### src/rtl/mem_bus_arbiter_if.sv
// Bundle of the cache-side, memory-side and routed-response signals around the
// unified memory bus arbiter. The slave modport is the arbiter's view.
interface mem_bus_arbiter_if #(
    parameter int XLEN = 32
);
    logic [1:0]      ic_command;
    logic [XLEN-1:0] ic_addr;
    logic [1:0]      dc_command;
    logic [XLEN-1:0] dc_addr;
    logic [63:0]     dc_data;
    logic [1:0]      dc_size;

    logic [1:0]      proc2mem_command;
    logic [XLEN-1:0] proc2mem_addr;
    logic [63:0]     proc2mem_data;
    logic [1:0]      proc2mem_size;

    logic [3:0]      mem2proc_response;
    logic [63:0]     mem2proc_data;
    logic [3:0]      mem2proc_tag;

    logic [3:0]      ic_response;
    logic [3:0]      dc_response;
    logic [3:0]      ic_tag;
    logic [3:0]      dc_tag;
    logic [63:0]     mem2cache_data;
    logic [3:0]      outstanding;

    modport slave (
        input  ic_command, ic_addr, dc_command, dc_addr, dc_data, dc_size,
        input  mem2proc_response, mem2proc_data, mem2proc_tag,
        output proc2mem_command, proc2mem_addr, proc2mem_data, proc2mem_size,
        output ic_response, dc_response, ic_tag, dc_tag, mem2cache_data, outstanding
    );

    modport master (
        output ic_command, ic_addr, dc_command, dc_addr, dc_data, dc_size,
        output mem2proc_response, mem2proc_data, mem2proc_tag,
        input  proc2mem_command, proc2mem_addr, proc2mem_data, proc2mem_size,
        input  ic_response, dc_response, ic_tag, dc_tag, mem2cache_data, outstanding
    );
endinterface

### src/rtl/mem_bus_arbiter.sv
// Shares the unified memory bus between the icache fetch port and the dcache port,
// holding a rejected grant and steering tagged load data back to its owner.
module mem_bus_arbiter #(
    parameter int STARVE_LIMIT    = 4,
    parameter int MAX_OUTSTANDING = 15
) (
    input logic           clock,
    input logic           reset,
    mem_bus_arbiter_if.slave bus
);
    localparam logic [1:0] BUS_NONE  = 2'd0;
    localparam logic [1:0] BUS_LOAD  = 2'd1;
    localparam logic [1:0] MEM_DOUBLE = 2'd3;

    typedef enum logic [1:0] {IDLE, LOCK_IC, LOCK_DC} state_t;

    state_t      state;
    logic [2:0]  starve_cnt;
    logic [15:0] tag_valid;
    logic [15:0] tag_owner;
    logic [3:0]  out_cnt;

    logic       at_limit;
    logic       ic_elig;
    logic       dc_elig;
    logic       starved;
    logic       grant_ic;
    logic       grant_dc;
    logic       accepted;
    logic       load_accept;
    logic       ret_hit;
    logic [3:0] ret_tag;

    assign at_limit = (out_cnt == 4'(MAX_OUTSTANDING));
    assign ic_elig  = (bus.ic_command != BUS_NONE) && ((bus.ic_command != BUS_LOAD) || !at_limit);
    assign dc_elig  = (bus.dc_command != BUS_NONE) && ((bus.dc_command != BUS_LOAD) || !at_limit);
    assign starved  = (int'(starve_cnt) >= STARVE_LIMIT);

    // A locked requester keeps the bus even if the other side now has priority.
    always_comb begin
        grant_ic = 1'b0;
        grant_dc = 1'b0;
        if (!reset) begin
            case (state)
                IDLE: begin
                    if (starved && ic_elig)
                        grant_ic = 1'b1;
                    else if (dc_elig)
                        grant_dc = 1'b1;
                    else if (ic_elig)
                        grant_ic = 1'b1;
                end
                LOCK_IC: grant_ic = ic_elig;
                LOCK_DC: grant_dc = dc_elig;
                default: begin
                    grant_ic = 1'b0;
                    grant_dc = 1'b0;
                end
            endcase
        end
    end

    assign accepted    = (grant_ic || grant_dc) && (bus.mem2proc_response != 4'd0);
    assign load_accept = accepted && ((grant_ic && bus.ic_command == BUS_LOAD) ||
                                      (grant_dc && bus.dc_command == BUS_LOAD));
    assign ret_tag     = bus.mem2proc_tag;
    assign ret_hit     = !reset && (ret_tag != 4'd0) && tag_valid[ret_tag];

    always_comb begin
        bus.proc2mem_command = BUS_NONE;
        bus.proc2mem_addr    = '0;
        bus.proc2mem_data    = '0;
        bus.proc2mem_size    = 2'd0;
        bus.ic_response      = 4'd0;
        bus.dc_response      = 4'd0;
        if (grant_ic) begin
            bus.proc2mem_command = bus.ic_command;
            bus.proc2mem_addr    = bus.ic_addr;
            bus.proc2mem_size    = MEM_DOUBLE;
            bus.ic_response      = bus.mem2proc_response;
        end else if (grant_dc) begin
            bus.proc2mem_command = bus.dc_command;
            bus.proc2mem_addr    = bus.dc_addr;
            bus.proc2mem_data    = bus.dc_data;
            bus.proc2mem_size    = bus.dc_size;
            bus.dc_response      = bus.mem2proc_response;
        end
    end

    // Returns are routed by the owner recorded before any same-cycle rewrite.
    assign bus.ic_tag         = (ret_hit && !tag_owner[ret_tag]) ? ret_tag : 4'd0;
    assign bus.dc_tag         = (ret_hit &&  tag_owner[ret_tag]) ? ret_tag : 4'd0;
    assign bus.mem2cache_data = reset ? 64'd0 : bus.mem2proc_data;
    assign bus.outstanding    = out_cnt;

    always_ff @(posedge clock or posedge reset) begin
        if (reset) begin
            state      <= IDLE;
            starve_cnt <= 3'd0;
            tag_valid  <= '0;
            tag_owner  <= '0;
            out_cnt    <= 4'd0;
        end else begin
            case (state)
                IDLE: begin
                    if (grant_ic && !accepted)
                        state <= LOCK_IC;
                    else if (grant_dc && !accepted)
                        state <= LOCK_DC;
                end
                LOCK_IC: begin
                    if (bus.ic_command == BUS_NONE || (grant_ic && accepted))
                        state <= IDLE;
                end
                LOCK_DC: begin
                    if (bus.dc_command == BUS_NONE || (grant_dc && accepted))
                        state <= IDLE;
                end
                default: state <= IDLE;
            endcase

            if (bus.ic_command == BUS_NONE || (grant_ic && accepted))
                starve_cnt <= 3'd0;
            else if (!grant_ic && starve_cnt != 3'd7)
                starve_cnt <= starve_cnt + 3'd1;

            // The later write wins when a load reuses the tag being returned.
            if (ret_hit)
                tag_valid[ret_tag] <= 1'b0;
            if (load_accept) begin
                tag_valid[bus.mem2proc_response] <= 1'b1;
                tag_owner[bus.mem2proc_response] <= grant_dc;
            end

            case ({load_accept, ret_hit})
                2'b10: if (out_cnt != 4'hF) out_cnt <= out_cnt + 4'd1;
                2'b01: if (out_cnt != 4'h0) out_cnt <= out_cnt - 4'd1;
                default: out_cnt <= out_cnt;
            endcase
        end
    end
endmodule

### src/flat_wrapper.sv
// flat-port wrapper written by rule: the top's interface ports become plain ports
module mem_bus_arbiter_flat 
#(
    parameter int STARVE_LIMIT    = 4,
    parameter int MAX_OUTSTANDING = 15
)
  (clock, reset, bus_ic_command, bus_ic_addr, bus_dc_command, bus_dc_addr, bus_dc_data, bus_dc_size, bus_mem2proc_response, bus_mem2proc_data, bus_mem2proc_tag, bus_proc2mem_command, bus_proc2mem_addr, bus_proc2mem_data, bus_proc2mem_size, bus_ic_response, bus_dc_response, bus_ic_tag, bus_dc_tag, bus_mem2cache_data, bus_outstanding);
  mem_bus_arbiter_if #(.XLEN(32)) bus_i ();
  input logic clock;
  input logic reset;
  input wire logic [$bits(bus_i.ic_command)-1:0] bus_ic_command;
  input wire logic [$bits(bus_i.ic_addr)-1:0] bus_ic_addr;
  input wire logic [$bits(bus_i.dc_command)-1:0] bus_dc_command;
  input wire logic [$bits(bus_i.dc_addr)-1:0] bus_dc_addr;
  input wire logic [$bits(bus_i.dc_data)-1:0] bus_dc_data;
  input wire logic [$bits(bus_i.dc_size)-1:0] bus_dc_size;
  input wire logic [$bits(bus_i.mem2proc_response)-1:0] bus_mem2proc_response;
  input wire logic [$bits(bus_i.mem2proc_data)-1:0] bus_mem2proc_data;
  input wire logic [$bits(bus_i.mem2proc_tag)-1:0] bus_mem2proc_tag;
  output wire logic [$bits(bus_i.proc2mem_command)-1:0] bus_proc2mem_command;
  output wire logic [$bits(bus_i.proc2mem_addr)-1:0] bus_proc2mem_addr;
  output wire logic [$bits(bus_i.proc2mem_data)-1:0] bus_proc2mem_data;
  output wire logic [$bits(bus_i.proc2mem_size)-1:0] bus_proc2mem_size;
  output wire logic [$bits(bus_i.ic_response)-1:0] bus_ic_response;
  output wire logic [$bits(bus_i.dc_response)-1:0] bus_dc_response;
  output wire logic [$bits(bus_i.ic_tag)-1:0] bus_ic_tag;
  output wire logic [$bits(bus_i.dc_tag)-1:0] bus_dc_tag;
  output wire logic [$bits(bus_i.mem2cache_data)-1:0] bus_mem2cache_data;
  output wire logic [$bits(bus_i.outstanding)-1:0] bus_outstanding;
  assign bus_i.ic_command = bus_ic_command;
  assign bus_i.ic_addr = bus_ic_addr;
  assign bus_i.dc_command = bus_dc_command;
  assign bus_i.dc_addr = bus_dc_addr;
  assign bus_i.dc_data = bus_dc_data;
  assign bus_i.dc_size = bus_dc_size;
  assign bus_i.mem2proc_response = bus_mem2proc_response;
  assign bus_i.mem2proc_data = bus_mem2proc_data;
  assign bus_i.mem2proc_tag = bus_mem2proc_tag;
  assign bus_proc2mem_command = bus_i.proc2mem_command;
  assign bus_proc2mem_addr = bus_i.proc2mem_addr;
  assign bus_proc2mem_data = bus_i.proc2mem_data;
  assign bus_proc2mem_size = bus_i.proc2mem_size;
  assign bus_ic_response = bus_i.ic_response;
  assign bus_dc_response = bus_i.dc_response;
  assign bus_ic_tag = bus_i.ic_tag;
  assign bus_dc_tag = bus_i.dc_tag;
  assign bus_mem2cache_data = bus_i.mem2cache_data;
  assign bus_outstanding = bus_i.outstanding;
  mem_bus_arbiter #(.STARVE_LIMIT(STARVE_LIMIT), .MAX_OUTSTANDING(MAX_OUTSTANDING)) u_core (.clock(clock), .reset(reset), .bus(bus_i));
endmodule
### config.mk
export PLATFORM = sky130hd
export DESIGN_NAME = mem_bus_arbiter_flat
export DESIGN_NICKNAME = d
export VERILOG_FILES = /design/src/rtl/mem_bus_arbiter_if.sv /design/src/rtl/mem_bus_arbiter.sv /design/src/flat_wrapper.sv
export SDC_FILE = /design/constraint.sdc
export NUM_CORES = 1
export LEC_CHECK = 0
export CORE_AREA = 5 5 149 151
export CTS_CLUSTER_SIZE = 40
export DETAILED_ROUTE_END_ITERATION = 8
export DIE_AREA = 0 0 154 156
export PLACE_DENSITY_LB_ADDON = 0.25
export RECOVER_POWER = 100
export SETUP_SLACK_MARGIN = 0.5
export SLEW_MARGIN = 20
export SYNTH_ARGS = -nofsm -noshare
export SYNTH_HDL_FRONTEND = slang
export SYNTH_SLANG_ARGS = --single-unit
### constraint.sdc
create_clock -name clock -period 4.1 [get_ports clock]
set_input_delay 0.82 -clock clock [delete_from_list [all_inputs] [get_ports clock]]
set_output_delay 0.82 -clock clock [all_outputs]
set_load 0.02 [all_outputs]
==> results.toml <==
[run_status]
outcome = "complete, no violations"

[grt]
grt_overflow = 0
grt_max_degree = 65
grt_pass1_vias = 4762
track_usage = 0.166
grt_antenna_before_repair = 0
grt_first_pass_wirelength_um = 31000

[detailed_routing]
final_antenna_net_count = 0
vias_per_cell = 4.21
drt_iter0_drc = 205
post-route-drc-count = 0
firstDrtPassIters = 4
vias = 4623
route.final.wire_length_um = 21700
wl_per_cell_um = 19.8

[finish]
nNetsFinal = 1036
fin_util = 0.374
layout_common_cells = "202 x clkdlybuf4s50_1, 92 x clkbuf_1, 77 x and2_1"
fill_cells = 2180
antenna_cells = 0
regArea_mm2 = 0.00100
final_common_cell = "clkdlybuf4s50_1"
multi_input_area_mm2 = 0.00248
layout-drive-gt1-share = 0.111
syn_to_final_growth_pct = 110

[setup_path]
critical-path-max-stage-delay_ns = 0.55
worstPathCellList = "dlygate4sd3_1 > and3b_1 > a2111o_1 > nor2_4 > buf_12 > clkbuf_16 > a22o_1 > clkbuf_1"
end_kind = "output pin"
cp.required_ns = 3.28
path_max_fanout = 18
startpoint_type = "input port"
path_class = "input port to output pin"
cp_slowest_cell = "dlygate4sd3_1"
worstPathArrival_ns = 2.96

[sta]
hold_violations = 0
slew_viol_final = 0
finalClockSkew_ns = 0.00747
holdWs_ns = 0.394
max_clock_freq_mhz = 264
rsz0062_at_grt = "true"
tns_ns = 0
setup_viol = 0
tightest_slew_ns = 0.888
max_slew_margin = 0.407
fin_crit_sh = 0.922
finalCriticalPeriod_ns = 3.78

[yosys]
yosysTopAreaCell = "dfrtp_1"
syn-cell-area_mm2 = 0.00369
synth_flop_cell = "dfrtp_1"
syn-num-nets = 638
synth-edff-count = 0
yosysSeqAreaShare = 0.271
synth.top_cell.area_share = 0.271
syn_inst = 424
async_flop_share = 1.00
ys_types = 43
ys_warn_count = 0
synth_seq_cells = 40
syn_avg_cell_area_um2 = 8.70
synth_area_leaders = "dfrtp_1 27%, and2_1 13%, nor2b_1 11%, a22o_1 8.1%, o21ai_0 4.3%"

[power_and_ir_drop]
combinationalPowerShare = 0.583
power.density_mw_per_mm2 = 329
power_frac_seq = 0.238
pwr-share-clk = 0.179
switchingPower_mw = 1.04
p_int_mw = 1.51
p_leak_nw = 3.24
vdd_drop_max_v = 0.000166
switching_share = 0.408

[placement]
numPortBuffers = 391
hpwl_um = 17800
gp_congestion = 0.800

[clock_network]
clock_latency_ns = 0.29
cts.sinks = 40
cts_root_buf = "clkbuf_16"
path_clk_slew_ns = 0.07
cts_buffers = 5
cts_max_level = 2
cts-hold-fix-buffers = 0
cts_tree = "yes"
ctsLongestPathBuffers = 2

[floorplan]
die_x_um = 154
dieArea_mm2 = 0.0240
core_mm2 = 0.0207
num_io_pins = 392
core.rowCount = 53
die_h_um = 156
start_util = 0.178

[min_path]
hold_class = "flop to flop"

[flow_run]
max_cap_viol_count = 0
[per-stage QoR]
stage               setup slack (ns)  instances  total power [mW]  area [um^2]
global route                   0.216       1098              2.71         7730
floorplan                      0.725        424              1.37         3690
global placement             -0.0416       1080              2.21         8030
detailed placement           -0.0688       1080              2.21         8030
finish                         0.318       1098              2.54         7730
CTS                            0.467       1094              2.64         7980
[state kept, by name, summed over array words and instances, names as in the netlist]
signal                  flops
u_core.tag_valid           15
u_core.tag_owner           16
u_core.bus.outstanding      4
u_core.state                2
u_core.starve_cnt           3
[critical path: cells and delay by family]
family / cells / cell delay, ns
AOI/OAI and AO/OA: 2 / 0.57
buffers and inverters: 4 / 1.17
and+or+nand+nor: 2 / 0.38
[path summary, 6_finish.rpt]
| path | startpoint | endpoint | slack, ns | cells after the start |
|---|---|---|---|---|
| max | bus_ic_command[1] | bus_proc2mem_addr[26] | 0.32 | 8 |
| min | u_core.tag_owner[0] | u_core.tag_owner[0] | 0.39 | 0 |
| max reg2reg | u_core.bus.outstanding[1] | u_core.bus.outstanding[2] | 0.90 | 12 |
| min reg2reg | u_core.tag_owner[0] | u_core.tag_owner[0] | 0.39 | 0 |
| max in group asynchronous | reset | u_core.tag_valid[10] | 1.94 | 3 |
| min in group asynchronous | reset | u_core.tag_valid[14] | 0.92 | 2 |
[metal layers]
metal | vias to the layer above | track usage | wire length, um
li1 | 2282 | - | -
met1 | 2150 | 0.190 | 8030
met2 | 173 | 0.314 | 11800
met3 | 18 | 0.0388 | 1390
met4 | 0 | 0.0387 | 523
met5 | - | 0 | 0
[synth_stat cells (5+ instances only)]
library cell and n:
nor2b_1 66, ha_1 6, mux4_2 6, dfrtp_1 40
clkbuf_1 30, o21ai_0 32, a21oi_1 6, nand2b_1 10
a21o_1 5, inv_1 5, a22o_1 34, nor2_1 8
nand2_1 12, mux2i_1 8, mux2_2 14, a211oi_1 15
and2_1 79
[power groups by stage]
stage / Clock (mW) / Combinational, mW / Sequential (mW)
after global routing: 0.484 / 1.60 / 0.626
after global placement: 0 / 1.59 / 0.614
after detailed placement: 0 / 1.59 / 0.613
after floorplan: 0 / 0.778 / 0.596
final: 0.456 / 1.48 / 0.605
after CTS: 0.471 / 1.56 / 0.606
[area by class of cell]
| class | instances | share of cell area |
|---|---|---|
| clock inverter | 3 | 0.00599 |
| sequential | 40 | 0.129 |
| clock buffer | 5 | 0.0162 |
| tap | 275 | 0.0445 |
| multi-input combinational | 341 | 0.321 |
| timing repair buffer | 429 | 0.480 |
| inverter | 5 | 0.00243 |
[logic make-up (layout without fill, tap and decap cells)]
| group | Yosys count | after routing | synth area share |
|---|---|---|---|
| and+or+nand+nor | 195 | 195 | 0.320 |
| AOI/OAI and AO/OA | 104 | 104 | 0.217 |
| muxes | 31 | 31 | 0.110 |
| DFF | 40 | 40 | 0.271 |
| buffers and inverters | 43 | 442 | 0.0488 |
| xor gates and xnor gates | 5 | 5 | 0.0119 |
| adders and majority gates | 6 | 6 | 0.0203 |
[repair_timing]
item | in CTS | in global routing
pin swaps | 1 | 2
endpoints found under the setup margin | 116 | 62
gates cloned | 3 | 1
gates resized for setup | 430 | 58
setup buffers | 3 | 3
No activity file was read; power rests on OpenSTA's default activity.
